## src/rtl/panel_io_sequencer_if.sv

```systemverilog
// Panel sequencer bundle: enable, serial chains, LED write port, snapshot.
// master drives the inputs (core/board side); slave is the sequencer.
interface panel_io_sequencer_if;
    logic        i_Enable;
    logic        i_SerIn;
    logic        o_SerLoad;
    logic        o_ShiftCLK;
    logic        o_LEDData;
    logic        o_LEDLatch;
    logic        i_LEDWr;
    logic [15:0] i_LEDValue;
    logic [15:0] o_DIP16;
    logic [4:0]  o_Switch5;
    logic        o_InValid;
    logic        o_Changed;

    modport master (
        output i_Enable, i_SerIn, i_LEDWr, i_LEDValue,
        input  o_SerLoad, o_ShiftCLK, o_LEDData, o_LEDLatch,
        input  o_DIP16, o_Switch5, o_InValid, o_Changed
    );

    modport slave (
        input  i_Enable, i_SerIn, i_LEDWr, i_LEDValue,
        output o_SerLoad, o_ShiftCLK, o_LEDData, o_LEDLatch,
        output o_DIP16, o_Switch5, o_InValid, o_Changed
    );
endinterface

```

## src/rtl/panel_io_sequencer.sv

```systemverilog
// Front-panel frame sequencer: loads/shifts 21 DIP+switch bits in,
// 16 LED bits out, latches both. Ports: i_CLK, i_RESET, io (slave).
module panel_io_sequencer #(
    parameter int DIV        = 4,
    parameter int DIP_BITS   = 21,
    parameter int LED_BITS   = 16,
    parameter int GAP_CYCLES = 8
) (
    input logic                 i_CLK,
    input logic                 i_RESET,
    panel_io_sequencer_if.slave io
);
    localparam int CMAX = (DIV > GAP_CYCLES) ? DIV : GAP_CYCLES;
    localparam int CW   = $clog2(CMAX);
    localparam int LEAD = DIP_BITS - LED_BITS;

    typedef enum logic [2:0] {
        IDLE, LOAD, SHIFT, LATCH, GAP
    } state_t;

    state_t                state_q, state_d;
    logic [CW-1:0]         cnt_q;
    logic [CW-1:0]         cnt_reload;
    logic [4:0]            bit_q;
    logic [3:0]            led_idx;
    logic [LED_BITS-1:0]   pending_q, shadow_q;
    logic [DIP_BITS-1:0]   cap_q, prev_q;
    logic [LED_BITS-1:0]   dip_q;
    logic [LEAD-1:0]       sw_q;
    logic                  valid_q, changed_q;
    logic                  ser_load, shift_clk;
    logic                  led_data, led_latch;
    logic                  entering;
    logic                  last_bit;

    always_ff @(posedge i_CLK) begin
        if (i_RESET) state_q <= IDLE;
        else         state_q <= state_d;
    end

    always_comb begin
        state_d   = state_q;
        ser_load  = 1'b0;
        shift_clk = 1'b0;
        led_data  = 1'b0;
        led_latch = 1'b0;
        last_bit  = (bit_q == 5'(DIP_BITS - 1));
        // LED chain is shorter: pad the first LEAD periods with zeros
        led_idx   = 4'(5'(DIP_BITS - 1) - bit_q);
        unique case (state_q)
            IDLE: begin
                if (io.i_Enable) state_d = LOAD;
            end
            LOAD: begin
                ser_load = 1'b1;
                if (cnt_q == '0) state_d = SHIFT;
            end
            SHIFT: begin
                shift_clk = (cnt_q < CW'(DIV / 2));
                if (bit_q >= 5'(LEAD))
                    led_data = shadow_q[led_idx];
                if (cnt_q == '0 && last_bit) state_d = LATCH;
            end
            LATCH: begin
                led_latch = 1'b1;
                if (cnt_q == '0) state_d = GAP;
            end
            GAP: begin
                if (cnt_q == '0)
                    state_d = io.i_Enable ? LOAD : IDLE;
            end
            default: state_d = IDLE;
        endcase
        entering   = (state_d != state_q);
        cnt_reload = (state_d == GAP) ? CW'(GAP_CYCLES - 1)
                                      : CW'(DIV - 1);
    end

    always_ff @(posedge i_CLK) begin
        if (i_RESET) begin
            cnt_q     <= '0;
            bit_q     <= '0;
            pending_q <= '0;
            shadow_q  <= '0;
            cap_q     <= '0;
            prev_q    <= '0;
            dip_q     <= '0;
            sw_q      <= '0;
            valid_q   <= 1'b0;
            changed_q <= 1'b0;
        end else begin
            if (io.i_LEDWr) pending_q <= io.i_LEDValue;
            // shadow takes the value pending before this edge's write
            if (entering && state_d == LOAD) shadow_q <= pending_q;
            if (entering) begin
                cnt_q <= cnt_reload;
                bit_q <= '0;
            end else if (state_q == SHIFT && cnt_q == '0) begin
                cnt_q <= CW'(DIV - 1);
                bit_q <= bit_q + 5'd1;
            end else if (cnt_q != '0) begin
                cnt_q <= cnt_q - CW'(1);
            end
            // last low-half cycle: data is stable before the rising edge
            if (state_q == SHIFT && cnt_q == CW'(DIV / 2))
                cap_q <= {cap_q[DIP_BITS-2:0], io.i_SerIn};
            valid_q   <= 1'b0;
            changed_q <= 1'b0;
            if (entering && state_d == LATCH) begin
                dip_q     <= cap_q[DIP_BITS-1:LEAD];
                sw_q      <= cap_q[LEAD-1:0];
                valid_q   <= 1'b1;
                changed_q <= (cap_q != prev_q);
                prev_q    <= cap_q;
            end
        end
    end

    assign io.o_SerLoad  = ser_load;
    assign io.o_ShiftCLK = shift_clk;
    assign io.o_LEDData  = led_data;
    assign io.o_LEDLatch = led_latch;
    assign io.o_DIP16    = dip_q;
    assign io.o_Switch5  = sw_q;
    assign io.o_InValid  = valid_q;
    assign io.o_Changed  = changed_q;
endmodule

```

## src/flat_wrapper.sv

```systemverilog
// flat-port wrapper written by rule: the top's interface ports become plain ports
module panel_io_sequencer_flat 
#(
    parameter int DIV        = 4,
    parameter int DIP_BITS   = 21,
    parameter int LED_BITS   = 16,
    parameter int GAP_CYCLES = 8
)
  (i_CLK, i_RESET, io_i_Enable, io_i_SerIn, io_i_LEDWr, io_i_LEDValue, io_o_SerLoad, io_o_ShiftCLK, io_o_LEDData, io_o_LEDLatch, io_o_DIP16, io_o_Switch5, io_o_InValid, io_o_Changed);
  panel_io_sequencer_if io_i ();
  input logic i_CLK;
  input logic i_RESET;
  input wire logic [$bits(io_i.i_Enable)-1:0] io_i_Enable;
  input wire logic [$bits(io_i.i_SerIn)-1:0] io_i_SerIn;
  input wire logic [$bits(io_i.i_LEDWr)-1:0] io_i_LEDWr;
  input wire logic [$bits(io_i.i_LEDValue)-1:0] io_i_LEDValue;
  output wire logic [$bits(io_i.o_SerLoad)-1:0] io_o_SerLoad;
  output wire logic [$bits(io_i.o_ShiftCLK)-1:0] io_o_ShiftCLK;
  output wire logic [$bits(io_i.o_LEDData)-1:0] io_o_LEDData;
  output wire logic [$bits(io_i.o_LEDLatch)-1:0] io_o_LEDLatch;
  output wire logic [$bits(io_i.o_DIP16)-1:0] io_o_DIP16;
  output wire logic [$bits(io_i.o_Switch5)-1:0] io_o_Switch5;
  output wire logic [$bits(io_i.o_InValid)-1:0] io_o_InValid;
  output wire logic [$bits(io_i.o_Changed)-1:0] io_o_Changed;
  assign io_i.i_Enable = io_i_Enable;
  assign io_i.i_SerIn = io_i_SerIn;
  assign io_i.i_LEDWr = io_i_LEDWr;
  assign io_i.i_LEDValue = io_i_LEDValue;
  assign io_o_SerLoad = io_i.o_SerLoad;
  assign io_o_ShiftCLK = io_i.o_ShiftCLK;
  assign io_o_LEDData = io_i.o_LEDData;
  assign io_o_LEDLatch = io_i.o_LEDLatch;
  assign io_o_DIP16 = io_i.o_DIP16;
  assign io_o_Switch5 = io_i.o_Switch5;
  assign io_o_InValid = io_i.o_InValid;
  assign io_o_Changed = io_i.o_Changed;
  panel_io_sequencer #(.DIV(DIV), .DIP_BITS(DIP_BITS), .LED_BITS(LED_BITS), .GAP_CYCLES(GAP_CYCLES)) u_core (.i_CLK(i_CLK), .i_RESET(i_RESET), .io(io_i));
endmodule
```

## config.mk

```make
export PLATFORM = sky130hd
export DESIGN_NAME = panel_io_sequencer_flat
export DESIGN_NICKNAME = d
export VERILOG_FILES = /design/src/rtl/panel_io_sequencer_if.sv /design/src/rtl/panel_io_sequencer.sv /design/src/flat_wrapper.sv
export SDC_FILE = /design/constraint.sdc
export NUM_CORES = 1
export LEC_CHECK = 0
export ABC_AREA = 1
export CAP_MARGIN = 15
export CORE_ASPECT_RATIO = 0.7
export CORE_MARGIN = 1
export CORE_UTILIZATION = 35
export DETAILED_ROUTE_END_ITERATION = 6
export MAX_ROUTING_LAYER = met4
export PLACE_DENSITY = 0.63
export SLEW_MARGIN = 20
export SYNTH_ARGS = -nofsm -noshare
export SYNTH_HDL_FRONTEND = slang
export SYNTH_SLANG_ARGS = --single-unit
```

## constraint.sdc

```tcl
create_clock -name i_CLK -period 5.3 [get_ports i_CLK]
set_clock_uncertainty 0.1 [all_clocks]
set_input_delay 1.06 -clock i_CLK [delete_from_list [all_inputs] [get_ports i_CLK]]
set_output_delay 1.06 -clock i_CLK [all_outputs]
set_load 0.05 [all_outputs]
```

---- Word-level counts from Yosys, hierarchy flattened ----
Cells that the tools add are included.
storage, ports and cells
  register bits after elaboration ......... 108
  bits of input ports ..................... 21
cells by class
  $add $sub $neg .......................... 3
  magnitude comparators ................... 3
  eq/ne operators ......................... 11
  muxes and demuxes ....................... 19
  bitwise operators ....................... 1
  reduce and logical (&&, ||, !) cells .... 11
operators with widths
  kind                                                                    count
  3-bit 2-to-1 mux                                                        9
  21-bit != test                                                          1
  3-bit one-hot mux with 5 select lines                                   1
  3-bit by 2-bit == test with 1-bit output (second input constant)        4
  1-bit 2-to-1 mux                                                        8
  3-bit by 1-bit == test with 1-bit output (second input constant)        2
  3-bit == test (second input constant)                                   2
  3-bit logical NOT                                                       2
  3-bit nonzero test                                                      2
  5-bit by 1-bit adder with 5-bit output (second input constant)          1
  5-bit == test (second input constant)                                   1
  5-bit by 3-bit >= comparator with 1-bit output (second input constant)  1
  1-bit logical AND                                                       5
  4-bit by 5-bit < comparator with 1-bit output (second input constant)   1
  1-bit binary-select mux with 4-bit select                               1
  2-bit OR reduction                                                      2
  3-bit by 4-bit subtractor with 4-bit output (first input constant)      1
  3-bit by 2-bit < comparator with 1-bit output (second input constant)   1
  3-bit != test                                                           1
  3-bit by 1-bit subtractor with 3-bit output (second input constant)     1
  1-bit NOT                                                               1

---- Logic depth before layout (Yosys ltp) ----
  depth in word-level cells ............... 8
  gate-level depth with buffers ........... 13
  gate-level depth less buffers ........... 12

---- Worst setup path after synthesis ----
Ideal clock, no wire load.
  path kind ............................... reg-to-output
  from .................................... reg u_core.bit_q[0]
  to ...................................... out io_o_LEDData
  arrival ................................. 2.018 ns
  data required time ...................... 4.140 ns
  setup slack ............................. 2.122 ns
  stages on the path, launching flop included .. 11
  buffers on the path ..................... 1
  path through ............................ dfxtp_1 buf_2 inv_1 ha_1 inv_1 a21oi_1 o21ai_0 nand2_1 nor2_1 o21ai_0 nor2_1
between the ends
  cells in the longest elaborated chain, start to end .. 5
  elaborated cells on any way between the ends .. 6
RTL lines
  what                                         line                       text
  start, declared                              panel_io_sequencer.sv:24   logic [4:0] bit_q;
  start signal, assigned                       panel_io_sequencer.sv:100  bit_q <= bit_q + 5'd1;
  3-bit by 4-bit subtractor with 4-bit output  panel_io_sequencer.sv:49   led_idx = 4'(5'(DIP_BITS - 1) - bit_q);
  1-bit binary-select mux with 4-bit select    panel_io_sequencer.sv:61   led_data = shadow_q[led_idx];
  1-bit 2-to-1 mux (implied by the code)       panel_io_sequencer.sv:61
  1-bit 2-to-1 mux *                           panel_io_sequencer.sv:60   if (bit_q >= 5'(LEAD))
  1-bit 2-to-1 mux *                           panel_io_sequencer.sv:50   unique case (state_q)
  end, declared                                flat_wrapper.sv:19         output wire logic [$bits(io_i.o_LEDData)-1:0] io_o_LEDData;
Mark *: on every way between the ends. The rest lies on a longest branch, timed or not. The select of a mux whose other input is x is not followed.

---- Final worst setup path ----
Same ends and word-level chain as after synthesis.

==> results.sh <==
export IMPL_status="finished clean"
export IMPL_core_area_mm2=0.0104
export IMPL_cts_tree="built"
export IMPL_drive_above_1_share=0.0480
export IMPL_wl_mm=8.54
export IMPL_synthesis_nets=548
export IMPL_worstHoldPathCells=2
export IMPL_start_util=0.362
export IMPL_die_area_mm2=0.0112
export IMPL_finalNetCount=585
export IMPL_vias_per_cell=4.65
export IMPL_tightest_slew_ps=832
export IMPL_setup_violations=0
export IMPL_wl_per_cell_um=12.3
export IMPL_area_delta_synth_final_pct=22.0
export IMPL_slew_violations=0
export IMPL_min_path_type="flip-flop to flip-flop"
export IMPL_worstHoldEndpoint="u_core.shadow_q[14]$_SDFFE_PP0P_"
export IMPL_ctsResizeCount=0
export IMPL_power_switching_w=0.000519
export IMPL_fin_crit_sh=0.808
export IMPL_ant_nets=0
export IMPL_min_from="u_core.pending_q[14]$_SDFFE_PP0P_"
export IMPL_yosysSeqAreaShare=0.461
export IMPL_die_w_um=126
export IMPL_hpwlAfterDp_mm=5.95
export IMPL_sw_frac_of_total=0.298
export IMPL_yosysTopAreaCell="dfxtp_1"
export IMPL_period_needed_ps=4280
export IMPL_netlist_top_cells_area="dfxtp_1 (46%), nor2_1 (9.7%), o21ai_0 (9.1%)"
export IMPL_crit_type="flip-flop to primary output"
export IMPL_rsz0062_at_grt="no"
export IMPL_synth_area_mm2=0.00377
export IMPL_clk_latency_ps=330
export IMPL_drc_errors=0
export IMPL_cts_num_sinks=87
export IMPL_num_io_pins=48
export IMPL_pwr_share_seq=0.435
export IMPL_dr_pass1_iters=4
export IMPL_cp_required_ps=4140
export IMPL_cellInternalPower_w=0.00122
export IMPL_combPwrFrac=0.202
export IMPL_power_density_mw_per_mm2=378
export IMPL_fillers=1038
export IMPL_max_slew_margin=0.445
export IMPL_placementRows=31
export IMPL_antenna_found_initial=0
export IMPL_ys_seq_elements=87
export IMPL_grt_max_degree=37
export IMPL_rr_endpoint="u_core.io.o_DIP16[15]$_SDFFE_PP0P_"
export IMPL_multi_input_area_mm2=0.00172
export IMPL_end_kind="primary output"
export IMPL_synth_cells=521
export IMPL_ff2ff_setup_slack_ps=2800
export IMPL_h_tree_depth=3
export IMPL_cpPeakStageDelay_ps=810
export IMPL_ir_drop_mv=0.165
export IMPL_cp_common_cell="a21oi_1"
export IMPL_finalHoldViolations=0
export IMPL_diodes=0
export IMPL_grtUsageTotal=0.168
export IMPL_drt_iter0_markers=199
export IMPL_cp_slowest_cell="clkdlybuf4s50_1"
export IMPL_seq_area_mm2=0.00174
export IMPL_vias=3230
export IMPL_post_cts_setup_buffers=0
export IMPL_yosysWarnings=0
export IMPL_synth_ff_type="dfxtp_1"
export IMPL_rr_worst_depth=9
export IMPL_hold_buffers=0
export IMPL_critPathMaxFanout=21
export IMPL_cts_clk_slew_worst_paths_ps=60
export IMPL_clkPwrFrac=0.363
export IMPL_portBuffers=47
export IMPL_synth_edf_count=0
export IMPL_dieHeight_um=88.9
export IMPL_startpoint_type="flip-flop"
export IMPL_cts_buffer_depth=2
export IMPL_synth_top_area_frac=0.461
export IMPL_r2r_start="u_core.cnt_q[0]$_SDFFE_PP0P_"
export IMPL_place_congestion=0.853
export IMPL_fmax_mhz=234
export IMPL_critical_path_arrival_ps=3120
export IMPL_grt_pass1_vias=2965
export IMPL_grt_pass1_wl_mm=14.4
export IMPL_cts_made_buffers=9
export IMPL_synth_cell_type_count=27
export IMPL_synth_most_common_cell="nor2_1"
export IMPL_setup_tns_ps=0
export IMPL_synth_top_cells_by_count="nor2_1 (98), nand2_1 (88), dfxtp_1 (87)"
export IMPL_drv_cap=0
export IMPL_async_flop_share=0
export IMPL_grt_overflow_total=0
export IMPL_critPathLaunch="u_core.bit_q[0]$_SDFFE_PP0P_"
export IMPL_fin_util=0.442
export IMPL_path_cells="inv_1, ha_1, inv_1, a21oi_1, a21oi_1, a21oi_1, nand2_1, nand2_1, nor2_1, clkdlybuf4s50_1"
export IMPL_synth_avg_cell_area_um2=7.25
export IMPL_p_total_w=0.00174
export IMPL_p_leak_nw=1.88
export IMPL_root_buffer="clkbuf_16"
logic make-up (layout without fill, tap and decap cells):
logic type,after synthesis,after routing,share of synthesized area
simple gates,210,210,0.226
xor+xnor,16,16,0.0371
flops,87,87,0.461
buf+inv,77,119,0.0839
fa+ha+maj,6,6,0.0199
compound gates,125,125,0.172
power groups by stage:
stage / registers, W / clock network (W) / logic (W)
floorplan: 0.000759 / 0 / 0.000281
global placement: 0.000771 / 0 / 0.000338
detailed placement: 0.000772 / 0 / 0.000351
CTS: 0.000758 / 0.000649 / 0.000355
global route: 0.000766 / 0.000676 / 0.000407
finish: 0.000757 / 0.000632 / 0.000352
state kept, by name, summed over array words and instances (netlist names):
register             flops
u_core.io.o_InValid      1
u_core.io.o_DIP16       16
u_core.shadow_q         16
u_core.pending_q        16
u_core.bit_q             5
u_core.cap_q            21
u_core.cnt_q             3
u_core.state_q           3
u_core.prev_q            1
u_core.io.o_Switch5      4
u_core.io.o_Changed      1
layer usage:
layer  global-route usage  wire, um
met5                    -         0
met3               0.0395       288
met2                0.249      3620
met4               0.0537        14
met1                0.226      4620
how the worst max path moves through the flow:
stage	to	slack (ps)	cells after the start
after floorplan	io_o_LEDData	2120	10
after global placement	io_o_LEDData	1570	10
after detailed placement	io_o_LEDData	1370	10
after CTS	io_o_LEDData	1000	10
after global routing	io_o_LEDData	810	10
final	io_o_LEDData	1020	10
through the flow:
step / std cells / hold WS (ps) / area [um^2] / worst slack [ps]
floorplan: 521 / 349 / 3770 / 2120
global placement: 679 / 356 / 4310 / 1570
detailed placement: 679 / 361 / 4310 / 1370
CTS: 695 / 382 / 4610 / 995
global route: 695 / 400 / 4610 / 812
finish: 695 / 378 / 4610 / 1020
area by class of cell:
cell class	count	share of cell area
flip-flops and latches	87	0.378
repair buffers	48	0.104
clock inverters	5	0.0122
well taps	132	0.0358
multi-input cells	357	0.373
inverters	55	0.0448
clock buffers	11	0.0527
layout by cell type, fill, tap and decap left out, types with 3 or more instances in the layout:
cell type        instances
a21oi_1                 50
clkbuf_16                9
clkdlybuf4s50_1         47
dfxtp_1                 87
ha_1                     6
inv_1                   53
nand2_1                 88
nand2_2                  3
nand3_1                  7
nand4_1                  4
nor2_1                  98
nor3_1                   4
o21ai_0                 69
o22ai_1                  3
xnor2_1                 12
xor2_1                   4
worst max-delay path, delay by kind of cell (launching register included):
| family | cells | cell delay, ps |
|---|---|---|
| buf+inv | 3 | 1130 |
| compound gates | 3 | 360 |
| simple gates | 3 | 210 |
| flops | 1 | 680 |
| fa+ha+maj | 1 | 410 |
Note: power is estimated with default switching activity, not from simulation.
